## src/rtl/if_fetch_unit_if.sv

```systemverilog
// Instruction ROM request/response bus.
// master: rom_ce/rom_addr out, rom_ack/rom_data in.
interface if_fetch_unit_if #(
  parameter int DW = 32
);
  logic          rom_ce;
  logic [DW-1:0] rom_addr;
  logic          rom_ack;
  logic [DW-1:0] rom_data;

  modport master (
    output rom_ce,
    output rom_addr,
    input  rom_ack,
    input  rom_data
  );

  modport slave (
    input  rom_ce,
    input  rom_addr,
    output rom_ack,
    output rom_data
  );
endinterface

```

## src/rtl/if_fetch_unit.sv

```systemverilog
// IF stage: owns fetch PC, drives variable-latency ROM,
// presents pc/rom_ins to IF/ID, handles branch + flush.
module if_fetch_unit #(
  parameter int            DW       = 32,
  parameter logic [DW-1:0] RESET_PC = '0,
  parameter int            PC_STEP  = 4
) (
  input  logic          clk,
  input  logic          rst_n,
  input  logic [5:0]    stop,
  input  logic          branch_flag,
  input  logic [DW-1:0] branch_target,
  input  logic          flush,
  input  logic [DW-1:0] new_pc,
  if_fetch_unit_if.master rom,
  output logic [DW-1:0] pc,
  output logic [DW-1:0] rom_ins,
  output logic          stallreq_if
);

  typedef enum logic [1:0] {
    IDLE,
    REQ,
    HAVE,
    DRAIN
  } state_t;

  state_t        state_q, state_d;
  logic [DW-1:0] fpc_q, fpc_d;
  logic          ce_q, ce_d;
  logic [DW-1:0] addr_q, addr_d;
  logic [DW-1:0] pc_q, pc_d;
  logic [DW-1:0] ins_q, ins_d;
  logic          rp_q, rp_d;
  logic [DW-1:0] rt_q, rt_d;

  logic          accept;
  logic [DW-1:0] nxt;

  logic unused_stop;
  assign unused_stop = ^{stop[5:3], stop[0]};

  always_ff @(posedge clk or negedge rst_n) begin
    if (!rst_n) begin
      state_q <= IDLE;
      fpc_q   <= RESET_PC;
      ce_q    <= 1'b0;
      addr_q  <= '0;
      pc_q    <= '0;
      ins_q   <= '0;
      rp_q    <= 1'b0;
      rt_q    <= '0;
    end else begin
      state_q <= state_d;
      fpc_q   <= fpc_d;
      ce_q    <= ce_d;
      addr_q  <= addr_d;
      pc_q    <= pc_d;
      ins_q   <= ins_d;
      rp_q    <= rp_d;
      rt_q    <= rt_d;
    end
  end

  assign accept = (state_q == HAVE) && !stop[1];

  always_comb begin
    if (branch_flag)
      nxt = branch_target;
    else if (rp_q)
      nxt = rt_q;
    else
      nxt = pc_q + DW'(PC_STEP);
  end

  always_comb begin
    state_d = state_q;
    fpc_d   = fpc_q;
    ce_d    = ce_q;
    addr_d  = addr_q;
    pc_d    = pc_q;
    ins_d   = ins_q;
    rp_d    = rp_q;
    rt_d    = rt_q;

    // A branch seen while IF cannot consume it directly is
    // remembered until the next accept.
    if (branch_flag && !stop[2] && !accept) begin
      rp_d = 1'b1;
      rt_d = branch_target;
    end
    if (flush)
      rp_d = 1'b0;

    unique case (state_q)
      IDLE: begin
        ce_d    = 1'b1;
        state_d = REQ;
        addr_d  = flush ? new_pc : fpc_q;
        fpc_d   = flush ? new_pc : fpc_q;
      end
      REQ: begin
        if (flush) begin
          fpc_d = new_pc;
          if (rom.rom_ack) begin
            addr_d  = new_pc;
            state_d = REQ;
          end else begin
            // issued request stays on the bus until acked
            state_d = DRAIN;
          end
        end else if (rom.rom_ack) begin
          pc_d    = addr_q;
          ins_d   = rom.rom_data;
          ce_d    = 1'b0;
          state_d = HAVE;
        end
      end
      HAVE: begin
        if (flush) begin
          fpc_d   = new_pc;
          addr_d  = new_pc;
          ce_d    = 1'b1;
          state_d = REQ;
        end else if (accept) begin
          fpc_d   = nxt;
          addr_d  = nxt;
          ce_d    = 1'b1;
          rp_d    = 1'b0;
          state_d = REQ;
        end
      end
      DRAIN: begin
        if (flush)
          fpc_d = new_pc;
        if (rom.rom_ack) begin
          addr_d  = fpc_d;
          state_d = REQ;
        end
      end
      default: state_d = IDLE;
    endcase
  end

  assign rom.rom_ce   = ce_q;
  assign rom.rom_addr = addr_q;
  assign pc           = pc_q;
  assign rom_ins      = ins_q;
  assign stallreq_if  = (state_q != HAVE);

endmodule

```

## src/flat_wrapper.sv

```systemverilog
// flat-port wrapper written by rule: the top's interface ports become plain ports
module if_fetch_unit_flat 
#(
  parameter int            DW       = 32,
  parameter logic [DW-1:0] RESET_PC = '0,
  parameter int            PC_STEP  = 4
)
  (clk, rst_n, stop, branch_flag, branch_target, flush, new_pc, pc, rom_ins, stallreq_if, rom_rom_ce, rom_rom_addr, rom_rom_ack, rom_rom_data);
  if_fetch_unit_if #(.DW(DW)) rom_i ();
  input  logic clk;
  input  logic rst_n;
  input  logic [5:0] stop;
  input  logic branch_flag;
  input  logic [DW-1:0] branch_target;
  input  logic flush;
  input  logic [DW-1:0] new_pc;
  output logic [DW-1:0] pc;
  output logic [DW-1:0] rom_ins;
  output logic stallreq_if;
  output wire logic [$bits(rom_i.rom_ce)-1:0] rom_rom_ce;
  output wire logic [$bits(rom_i.rom_addr)-1:0] rom_rom_addr;
  input wire logic [$bits(rom_i.rom_ack)-1:0] rom_rom_ack;
  input wire logic [$bits(rom_i.rom_data)-1:0] rom_rom_data;
  assign rom_rom_ce = rom_i.rom_ce;
  assign rom_rom_addr = rom_i.rom_addr;
  assign rom_i.rom_ack = rom_rom_ack;
  assign rom_i.rom_data = rom_rom_data;
  if_fetch_unit #(.DW(DW), .RESET_PC(RESET_PC), .PC_STEP(PC_STEP)) u_core (.clk(clk), .rst_n(rst_n), .stop(stop), .branch_flag(branch_flag), .branch_target(branch_target), .flush(flush), .new_pc(new_pc), .rom(rom_i), .pc(pc), .rom_ins(rom_ins), .stallreq_if(stallreq_if));
endmodule
```

## config.mk

```make
export PLATFORM = sky130hd
export DESIGN_NAME = if_fetch_unit_flat
export DESIGN_NICKNAME = d
export VERILOG_FILES = /design/src/rtl/if_fetch_unit_if.sv /design/src/rtl/if_fetch_unit.sv /design/src/flat_wrapper.sv
export SDC_FILE = /design/constraint.sdc
export NUM_CORES = 1
export LEC_CHECK = 0
export BUFFER_PORTS_ARGS = -buffer_cell sky130_fd_sc_hd__clkbuf_2
export CORE_ASPECT_RATIO = 2
export CORE_MARGIN = 10
export CORE_UTILIZATION = 25
export CTS_BUF_LIST = sky130_fd_sc_hd__clkbuf_2
export DETAILED_ROUTE_END_ITERATION = 16
export SLEW_MARGIN = 10
export SYNTH_ARGS = -nofsm -noshare
export SYNTH_HDL_FRONTEND = slang
export SYNTH_SLANG_ARGS = --single-unit
export TNS_END_PERCENT = 20
```

## constraint.sdc

```tcl
create_clock -name clk -period 2.8 [get_ports clk]
set_clock_uncertainty 0.1 [all_clocks]
set_input_delay 0.7 -clock clk [delete_from_list [all_inputs] [get_ports clk]]
set_output_delay 0.7 -clock clk [all_outputs]
set_load 0.05 [all_outputs]
```

---- After elaboration in Yosys (flattened, before gate mapping) ----
Index checks and enable logic that the tools add are counted.
Widths: inputs -> output; s select.
storage, ports and cells
  flip-flop bits (word level) ............. 164
  input bits .............................. 107
  output and inout port bits .............. 98
  logic and storage cells ................. 60
cells by class
  add/sub/neg operators ................... 1
  eq/ne operators ......................... 10
  mux-type cells .......................... 27
  bitwise logic cells ..................... 1
  reduce and logical (&&, ||, !) cells .... 13
operators with widths
  kind                   number
  $mux 32                8
  $pmux 32 s4            1
  $pmux 32 s2            1
  $add 32x3->32 const B  1
  $mux 2                 6
  $ne 2x2->1 const B     5
  $mux 1                 9
  $pmux 2 s4             1
  $reduce_and 4->1       2
  $reduce_and 3->1       2
  $eq 2x2->1 const B     2
  $logic_and 1x1->1      3
  $logic_not 1->1        3
  $ne 3x2->1 const B     1
  $ne 3x3->1 const B     1
  $pmux 1 s3             1
  $reduce_bool 3->1      1
  $reduce_or 3->1        1
  $eq 2x1->1 const B     1
  $logic_not 2->1        1
  $not 1->1              1

---- Depth between registers and ports, before layout ----
Gate-level depths: netlist of the first run.
  depth after elaboration ................. 9
  gate-level depth with buffers ........... 9
  gate-level depth less buffers ........... 8

---- Worst setup path after synthesis of the first run ----
OpenSTA, ideal clock, no wires.
  kind .................................... reg2reg
  from .................................... register u_core.pc_q[2] (netlist: u_core.pc[2])
  to ...................................... register u_core.addr_q[24] (netlist: u_core.rom.rom_addr[24])
  setup time .............................. 0.066 ns
  arrival time ............................ 2.641 ns
  data required time ...................... 2.634 ns
  slack ................................... -0.006 ns
  stages on the path, launching flop included .. 9
  buffers on the path ..................... 1
  period minus slack after synthesis ...... 2.806 ns
  cell sequence ........................... dfrtp_1 ha_1 nand3_1 or4_4 buf_6 nor4_4 mux2_4 a211oi_1 a211o_1
between the ends
  cells in the longest elaborated chain, start to end .. 6
ends and longest elaborated chain
  element                   line                  RTL
  start: declaration        if_fetch_unit.sv:32   logic [DW-1:0] pc_q, pc_d;
  start signal: assignment  if_fetch_unit.sv:58   pc_q <= pc_d;
  $add 32x3->32             if_fetch_unit.sv:73   nxt = pc_q + DW'(PC_STEP);
  $mux 32                   if_fetch_unit.sv:70   else if (rp_q)
  $mux 32                   if_fetch_unit.sv:68   if (branch_flag)
  $mux 32                   if_fetch_unit.sv:125  end else if (accept) begin
  $mux 32                   if_fetch_unit.sv:120  if (flush) begin
  $pmux 32 s4               if_fetch_unit.sv:95   unique case (state_q)
  end signal: assignment    if_fetch_unit.sv:57   addr_q <= addr_d;
  end: declaration          if_fetch_unit.sv:31   logic [DW-1:0] addr_q, addr_d;
No other way between the ends. The select of a mux whose other input is x is not followed.
A chain may end at the register's enable or synchronous reset.

---- Worst setup path in the final report of the first run ----
  from .................................... register u_core.state_q[0]
  to ...................................... output stallreq_if
between the ends
  cells in the longest elaborated chain, start to end .. 1
ends and longest elaborated chain
  element                   line                  RTL
  start: declaration        if_fetch_unit.sv:28   state_t state_q, state_d;
  start signal: assignment  if_fetch_unit.sv:54   state_q <= state_d;
  $ne 2x2->1                if_fetch_unit.sv:149  assign stallreq_if = (state_q != HAVE);
  end: declaration          flat_wrapper.sv:19    output logic stallreq_if;
No other way between the ends.

==> impl_metrics.ini, run 1 <==
[outcome]
status = finished clean

[floorplanning]
die_w_um = 152
rows = 96
die_area_um2 = 43000
initial_core_util_pct = 25.3
io_pins = 205
die_h_um = 283
core_um2 = 34200

[routing]
routed_wl_um = 36500
post_drt_via_cell_ratio = 5.26
wl_per_cell_um = 22.3
vias = 8590
ant_nets = 0
dr.first_iter.drc_count = 694
first_pass_iters = 5
drc = 0

[synthesis]
synth_seq_area_share_pct = 47.3
synthesis.instances = 860
synth_top_area_share_pct = 47.3
async_flop_share_pct = 100
synth_edf_count = 0
synthTopCellsByArea = dfrtp_1 47%, mux2_2 13%, a21oi_1 3.9%
synth.ff_latch_count = 164
yosysWarnings = 0
avgSynthCellArea_um2 = 10.1
synth.distinct_cells = 64
synth_top_area_cell = dfrtp_1
ys.flop_type = dfrtp_1
synth_area_um2 = 8670
syn_nets = 973

[worst_setup_path]
critical_path_class = register to output port
arrival_ps = 1890
cp_data_required_time_ps = 2000
slowest_stage = dfrtp_1
path_buf_inv = 4
cp-end-kind = output port
startpoint_type = register
max_stage_delay_ps = 450
worstPathCellList = inv_2, ha_4, clkinv_2, buf_8, clkbuf_16
worst-path-stages = 5
cp_max_fo = 5
worstRegToRegCells = 7
critical-path-top-delay-family = buffers and inverters

[timing]
post-route-period-util_pct = 96.1
drv_slew = 0
tns_ps = 0
timing.slew.headroom_pct = 59.9
setup_viol = 0
min_period_ps = 2690
hold_viol_final = 0
rsz0062_at_grt = false
fmax_mhz = 372
tightest_slew_ps = 602

[placed_design]
dp_cells = 1509
portBuffers = 200
gp_congestion = 0.912
dpl.hpwl_um = 27700

[cts]
tritoncts = done
clockBufferDepth = 2
clk-insertion-delay-late_ps = 850
cts-buffers-inserted = 17
clockRootBuffer = clkbuf_2
clkSinkCount = 164
htreeDepth = 4
clk_pin_slew_ps = 260

[final_layout]
layout.cells.non_filler = 1634
syn_to_final_growth_pct = 36.4
final_common_cell = clkbuf_2
final_nets = 1287
drive_gt1_share_pct = 35.7
fill_cells = 3465
mostFrequentLayoutCells = 219 x clkbuf_2, 162 x dfrtp_1, 98 x mux2_2
multi_input_area_um2 = 4320
regArea_um2 = 4110

[pwr]
p_leak_nw = 5.27
p_seq_share_pct = 30.8
sw_frac_of_total_pct = 52.6
comb_power_share_pct = 57.7
p_switching_w = 0.00700
p_int_w = 0.00632
ir_drop_mv = 0.480
powerDensity_nw_per_um2 = 1130
pwr-share-clk_pct = 11.5
finalPower_w = 0.0133

[global_routing]
grt_max_degree = 56
grt_overflow = 0
grt_pass1_wl_um = 54300
first_global_vias = 8966
grt_usage_pct = 16.8
antenna_found_initial = 9

[worst_hold_path]
hold_path.class = primary input to register
hold_depth = 4

[run]
maxCapViolations = 0
## area by class of cell
cell class,instances,share of cell area (%)
multi-input combinational,619,36.5
sequential,164,34.7
timing repair buffer,354,21.0
tap,441,4.67
clock inverter,11,1.48
clock buffer,21,0.889
inverter,18,0.582
antenna,6,0.127
## final timing paths
| path | slack (ps) | end | startpoint |
|---|---|---|---|
| worst max register to register | 130 | u_core.rom.rom_addr[24]$_DFFE_PN0P_ | u_core.pc[3]$_DFFE_PN0P_ |
| worst max-delay path | 110 | stallreq_if | u_core.state_q[0]$_DFFE_PN0P_ |
| max in group asynchronous | 1640 | u_core.rt_q[23]$_DFFE_PN0P_ | rst_n |
| worst min register to register | 430 | u_core.rt_q[3]$_DFFE_PN0P_ | u_core.rt_q[3]$_DFFE_PN0P_ |
| min in group asynchronous | 260 | u_core.rom.rom_addr[13]$_DFFE_PN0P_ | rst_n |
| worst min-delay path | 90 | u_core.fpc_q[27]$_DFFE_PN0N_ | new_pc[27] |
## layer usage
layer  GRT usage [%]  routed length, um  up-vias
li1                -                  -     3843
met1            16.1              12000     4227
met2            29.6              19700      382
met3            3.38               2060      132
met4            13.5               2750        6
met5               0                 45        -
## cell families after synthesis
family | count (synthesis) | share of synthesized area, %
compound gates | 279 | 20.8
simple gates | 207 | 11.7
flops | 164 | 47.3
mux | 107 | 13.8
buf+inv | 77 | 3.44
xor+xnor | 20 | 2.02
fa+ha+maj | 6 | 0.866
## cells in the mapped netlist (all sizes together), types with 11 or more instances
master	number
a31oi	20
a21oi	67
o21ai	63
o22ai	33
nand2	85
nand2b	16
inv	16
clkbuf	54
a221oi	14
nor2	32
a22o	11
nand3	23
dfrtp	164
mux2	99
## repair_timing
item,CTS,global route
pin swaps,1,0
buffers inserted,3,2
endpoints found under the setup margin,1,1
resized for setup,9,1
hold buffers,82,0
hold endpoints to repair,138,0
## state kept, by name (all words and copies together) (netlist names)
| name | flops |
|---|---|
| u_core.fpc_q | 32 |
| u_core.pc | 32 |
| u_core.rom.rom_addr | 32 |
| u_core.rom_ins | 32 |
| u_core.rt_q | 32 |
| u_core.state_q | 2 |
| u_core.rom.rom_ce | 1 |
| u_core.rp_q | 1 |
## stage by stage
step                setup slack, ps  util [%]  hold slack (ps)  instance area [um2]
floorplan                     0.381         -              304                 8670
CTS                            1.42      34.4             6.28                11800
detailed placement              230      31.0              393                10600
global placement                258      31.0              386                10600
finish                          110      34.5             87.9                11800
global route                   6.88      34.5             11.4                11800
## power by group through the flow
| stage | sequential, W | clock (W) | combinational, W |
|---|---|---|---|
| after global placement | 0.00411 | 0 | 0.00740 |
| after global routing | 0.00420 | 0.00167 | 0.00811 |
| after CTS | 0.00410 | 0.00159 | 0.00769 |
| after floorplan | 0.00637 | 0 | 0.00266 |
| final | 0.00410 | 0.00153 | 0.00768 |
| after detailed placement | 0.00416 | 0 | 0.00749 |
## worst min-delay path, cell delays in order
cell and delay (ps):
clkbuf_2 90, nand2b_1 140, o21ai_0 70, a31oi_1 50
No activity file was read; power rests on OpenSTA's default activity.
==> run 2, diff against run 1 <==
--- a/config.mk
+++ b/config.mk
@@ -11,6 +11,7 @@
 export CORE_UTILIZATION = 25
 export CTS_BUF_LIST = sky130_fd_sc_hd__clkbuf_2
 export DETAILED_ROUTE_END_ITERATION = 16
+export RECOVER_POWER = 100
 export SLEW_MARGIN = 10
 export SYNTH_ARGS = -nofsm -noshare
 export SYNTH_HDL_FRONTEND = slang
==> impl_metrics.ini, run 2 (same netlist as run 1, synthesis figures left out) <==
[worst_setup_path]
startpoint_type = register
cp_max_fo = 9
arrival_ps = 3450
cp_data_required_time_ps = 3520
r2r_setup_slack_ps = 70
max_stage_delay_ps = 710
slowest_stage = or4_4
crit_path_start = u_core.pc[10]$_DFFE_PN0P_
crit_end = u_core.rom.rom_addr[24]$_DFFE_PN0P_
cp-end-kind = register
reg2reg_from = u_core.pc[10]$_DFFE_PN0P_
critical_path_class = register to register
worstPathCellList = nand4_1, or4_4, nor4_4, mux2_4, a211oi_1, a211o_1
timing.rr.end = u_core.rom.rom_addr[24]$_DFFE_PN0P_
worstRegToRegCells = 6

[timing]
tightest_slew_ps = 1420
rsz0062_at_grt = false
setup_viol = 0
hold_viol_final = 0
timing.slew.headroom_pct = 5.45
post-route-period-util_pct = 97.6
min_period_ps = 2730
tns_ps = 0
drv_slew = 0
fmax_mhz = 366

[placed_design]
dpl.hpwl_um = 27700
dpl_cell_area_um2 = 10600
gp_congestion = 0.912
portBuffers = 200

[global_routing]
grt_pass1_wl_um = 54300
grt_overflow = 0
first_global_vias = 8966
grt_usage_pct = 16.8
antenna_found_initial = 9
grt_max_degree = 56

[routing]
routed_wl_um = 36500
post_drt_via_cell_ratio = 5.29
first_pass_iters = 5
drc = 0
vias = 8654
wl_per_cell_um = 22.4
ant_nets = 0
dr.first_iter.drc_count = 668

[final_layout]
mostFrequentLayoutCells = 189 x clkbuf_2, 162 x dfrtp_1, 98 x mux2_2
final_common_cell = clkbuf_2
multi_input_area_um2 = 4300
fill_cells = 3514
regArea_um2 = 4110
fin_area_um2 = 11600
utilization_pct = 33.9
drive_gt1_share_pct = 30.8
syn_to_final_growth_pct = 34.0
final_nets = 1287

[outcome]
status = finished clean

[floorplanning]
die_h_um = 283
initial_core_util_pct = 25.3
die_area_um2 = 43000
die_w_um = 152
io_pins = 205
rows = 96
core_um2 = 34200

[pwr]
ir_drop_mv = 0.473
finalPower_w = 0.0131
p_leak_nw = 5.05
powerDensity_nw_per_um2 = 1130

[cts]
cts-buffers-inserted = 17
htreeDepth = 4
clkSinkCount = 164
clk_pin_slew_ps = 260
clockBufferDepth = 2
clk-insertion-delay-late_ps = 850
clockRootBuffer = clkbuf_2
tritoncts = done

[worst_hold_path]
hold_path.class = primary input to register

[run]
maxCapViolations = 0
-- run 2: report_power, final --
group / total (W) / leakage, nW / switching [W] / internal [W]
Combinational: 0.00745 / 2.94 / 0.00523 / 0.00223
Sequential: 0.00409 / 1.95 / 0.000818 / 0.00327
Clock: 0.00153 / 0.165 / 0.000922 / 0.000609
Total: 0.0131 / 5.05 / 0.00697 / 0.00611
-- run 2: what timing repair did --
item                                    in CTS  in global routing
hold buffers                                82                  0
endpoints found under the setup margin       1                  1
endpoints found under the hold margin      138                  0
pin swaps                                    1                  0
resized for setup                            9                  1
buffers inserted                             3                  2
-- run 2: worst min path at each step --
| stage | to | cells after the start | slack (ps) | startpoint |
|---|---|---|---|---|
| after CTS | u_core.fpc_q[9]$_DFFE_PN0N_ | 4 | 6 | new_pc[9] |
| after global placement | u_core.rom_ins[6]$_DFFE_PN0P_ | 1 | 390 | u_core.rom_ins[6]$_DFFE_PN0P_ |
| after detailed placement | u_core.rom_ins[9]$_DFFE_PN0P_ | 1 | 390 | u_core.rom_ins[9]$_DFFE_PN0P_ |
| after global routing | u_core.fpc_q[14]$_DFFE_PN0N_ | 3 | 10 | new_pc[14] |
| after floorplan | u_core.fpc_q[0]$_DFFE_PN0N_ | 0 | 300 | rst_n |
| final | u_core.fpc_q[27]$_DFFE_PN0N_ | 4 | 90 | new_pc[27] |
-- run 2: area by class of cell --
class	count	area share (%)
multi-input combinational	619	37.0
sequential	164	35.4
timing repair buffer	354	19.7
tap	441	4.75
clock inverter	11	1.51
clock buffer	21	0.905
inverter	18	0.592
antenna	7	0.151
-- run 2: through the flow --
stage / std cells / setup slack [ps] / hold WS, ps
4_1_cts: 1626 / 1.42 / 6.28
2_1_floorplan: 860 / 0.381 / 304
3_5_place_dp: 1509 / 230 / 393
6_report: 1635 / 67.6 / 86.8
5_1_grt: 1634 / 13.3 / 11.4
3_3_place_gp: 1509 / 258 / 386
-- run 2: routing by layer --
layer | routed length [um] | share of wire, % | GRT usage [%] | up-vias
li1 | - | - | - | 3851
met1 | 12000 | 33 | 16.1 | 4241
met2 | 19600 | 53 | 29.6 | 416
met3 | 2050 | 5.6 | 3.38 | 142
met4 | 2890 | 7.9 | 13.5 | 4
met5 | 24 | 0.066 | 0 | -
-- run 2: critical path, delay by kind of cell (launching register included) --
family / cells / cell delay [ps]
AOI/OAI and AO/OA: 2 / 400
DFF: 1 / 490
muxes: 1 / 350
and+or+nand+nor: 3 / 1390
==> run 3, diff against run 2 <==
--- a/config.mk
+++ b/config.mk
@@ -6,11 +6,14 @@
 export NUM_CORES = 1
 export LEC_CHECK = 0
 export BUFFER_PORTS_ARGS = -buffer_cell sky130_fd_sc_hd__clkbuf_2
+export CELL_PAD_IN_SITES_DETAIL_PLACEMENT = 0
+export CELL_PAD_IN_SITES_GLOBAL_PLACEMENT = 2
 export CORE_ASPECT_RATIO = 2
 export CORE_MARGIN = 10
 export CORE_UTILIZATION = 25
 export CTS_BUF_LIST = sky130_fd_sc_hd__clkbuf_2
 export DETAILED_ROUTE_END_ITERATION = 16
+export PLACE_DENSITY_LB_ADDON = 0.1
 export RECOVER_POWER = 100
 export SLEW_MARGIN = 10
 export SYNTH_ARGS = -nofsm -noshare
==> impl_metrics.ini, run 3 (same netlist as run 1, synthesis figures left out) <==
[pwr]
finalPower_w = 0.0133
p_seq_share_pct = 30.6
comb_power_share_pct = 58.5
ir_drop_mv = 0.538
p_switching_w = 0.00710
p_leak_nw = 5.27
powerDensity_nw_per_um2 = 1130
pwr-share-clk_pct = 11.0
sw_frac_of_total_pct = 53.3
p_int_w = 0.00622

[routing]
post_drt_via_cell_ratio = 5.12
routed_wl_um = 40100
drc = 0
ant_nets = 0
routed.top_layer = met4
wl_per_cell_um = 24.5
vias = 8373
wl_met1_um = 14600
dr_wl_met3_um = 2090
wl_met2_um = 22100
dr.first_iter.drc_count = 392
first_pass_iters = 5

[global_routing]
grt_max_degree = 65
grt_usage_pct = 18.9
grt_overflow = 0
first_global_vias = 9190
grt_pass1_wl_um = 60100
antenna_found_initial = 1

[cts]
clk_pin_slew_ps = 240
clk-insertion-delay-late_ps = 850
cts-buffers-inserted = 17
tritoncts = done
htreeDepth = 4
clockBufferDepth = 2
clkSinkCount = 164
clockRootBuffer = clkbuf_2

[worst_setup_path]
startpoint_type = register
cp_data_required_time_ps = 2000
cp-end-kind = output port
cp_max_fo = 2
critical_path_class = register to output port
arrival_ps = 1880

[final_layout]
drive_gt1_share_pct = 36.0
mostFrequentLayoutCells = 219 x clkbuf_2, 162 x dfrtp_1, 98 x mux2_2
syn_to_final_growth_pct = 36.2
final_nets = 1292
final_common_cell = clkbuf_2
utilization_pct = 34.5

[worst_hold_path]
hold_path.class = primary input to register

[outcome]
status = finished clean

[floorplanning]
io_pins = 205
die_area_um2 = 43000
die_w_um = 152
rows = 96
die_h_um = 283
core_um2 = 34200
initial_core_util_pct = 25.3

[timing]
hold_viol_final = 0
min_period_ps = 2680
rsz0062_at_grt = true
drv_slew = 0
post-route-period-util_pct = 95.8
fmax_mhz = 373
setup_viol = 0
timing.slew.headroom_pct = 7.86
tightest_slew_ps = 1380

[run]
maxCapViolations = 0

[placed_design]
dpl.hpwl_um = 29500
portBuffers = 200
gp_congestion = 0.809
run 3: cell types whose count changed in the layout (fill, tap and decap cells not counted), sizes merged:
cell and change:
buf +30, bufinv -1, clkbuf -26, clkinv +6, diode -6, dlygate4sd3 -2
inv -2
run 3: worst max-delay path, stage by stage, from the launching register on:
cell and delay, ps:
dfrtp_1 450, inv_2 80, ha_4 170, clkinv_4 70, buf_6 130, clkbuf_16 160
run 3: metal layers:
layer | global-route usage (%) | vias to the layer above
met5 | 0 | -
met1 | 20.1 | 4207
li1 | - | 3861
met2 | 34.7 | 255
met3 | 3.96 | 50
met4 | 7.08 | 0
run 3: metrics by stage:
stage	TNS, ps	hold WS, ps	instance area, um2	instances	setup slack [ps]
after floorplan	0	304	8670	860	0.381
after detailed placement	0	390	10700	1517	138
after CTS	0	2.45	11800	1633	2.35
after global routing	-18.2	12.3	11800	1634	-18.2
final	0	101	11800	1634	118
after global placement	0	388	10700	1517	158
run 3: area by class of cell:
cell class | count | area (um2)
fill | 3651 | 22400
multi-input combinational | 619 | 4330
sequential | 164 | 4110
timing repair buffer | 359 | 2490
tap | 441 | 552
clock inverter | 14 | 163
clock buffer | 18 | 90.1
inverter | 18 | 72.6
antenna | 1 | 2.50
run 3: final timing paths:
path / from / endpoint / slack [ps] / cells past startpoint
max: u_core.state_q[0]$_DFFE_PN0P_ / stallreq_if / 120 / 5
min: branch_target[29] / u_core.rt_q[29]$_DFFE_PN0P_ / 100 / 2
max reg2reg: u_core.pc[2]$_DFFE_PN0P_ / u_core.rom.rom_addr[24]$_DFFE_PN0P_ / 180 / 7
min reg2reg: u_core.rom.rom_addr[27]$_DFFE_PN0P_ / u_core.rom.rom_addr[27]$_DFFE_PN0P_ / 440 / 2
max in group asynchronous: rst_n / u_core.fpc_q[9]$_DFFE_PN0N_ / 420 / 3
min in group asynchronous: rst_n / u_core.rom_ins[30]$_DFFE_PN0P_ / 540 / 2
run 3: what timing repair did:
item,CTS,global route
setup buffers,5,0
hold buffers,80,0
pin swaps,1,0
hold endpoints to repair,147,0
endpoints found under the setup margin,1,3
gates resized for setup,10,2
run 3: power by group through the flow:
stage               logic, W  clock network, W  registers (W)
floorplan            0.00266                 0        0.00637
global placement     0.00771                 0        0.00414
detailed placement   0.00772                 0        0.00417
CTS                  0.00792           0.00154        0.00411
global route         0.00837           0.00162        0.00422
finish               0.00779           0.00146        0.00407
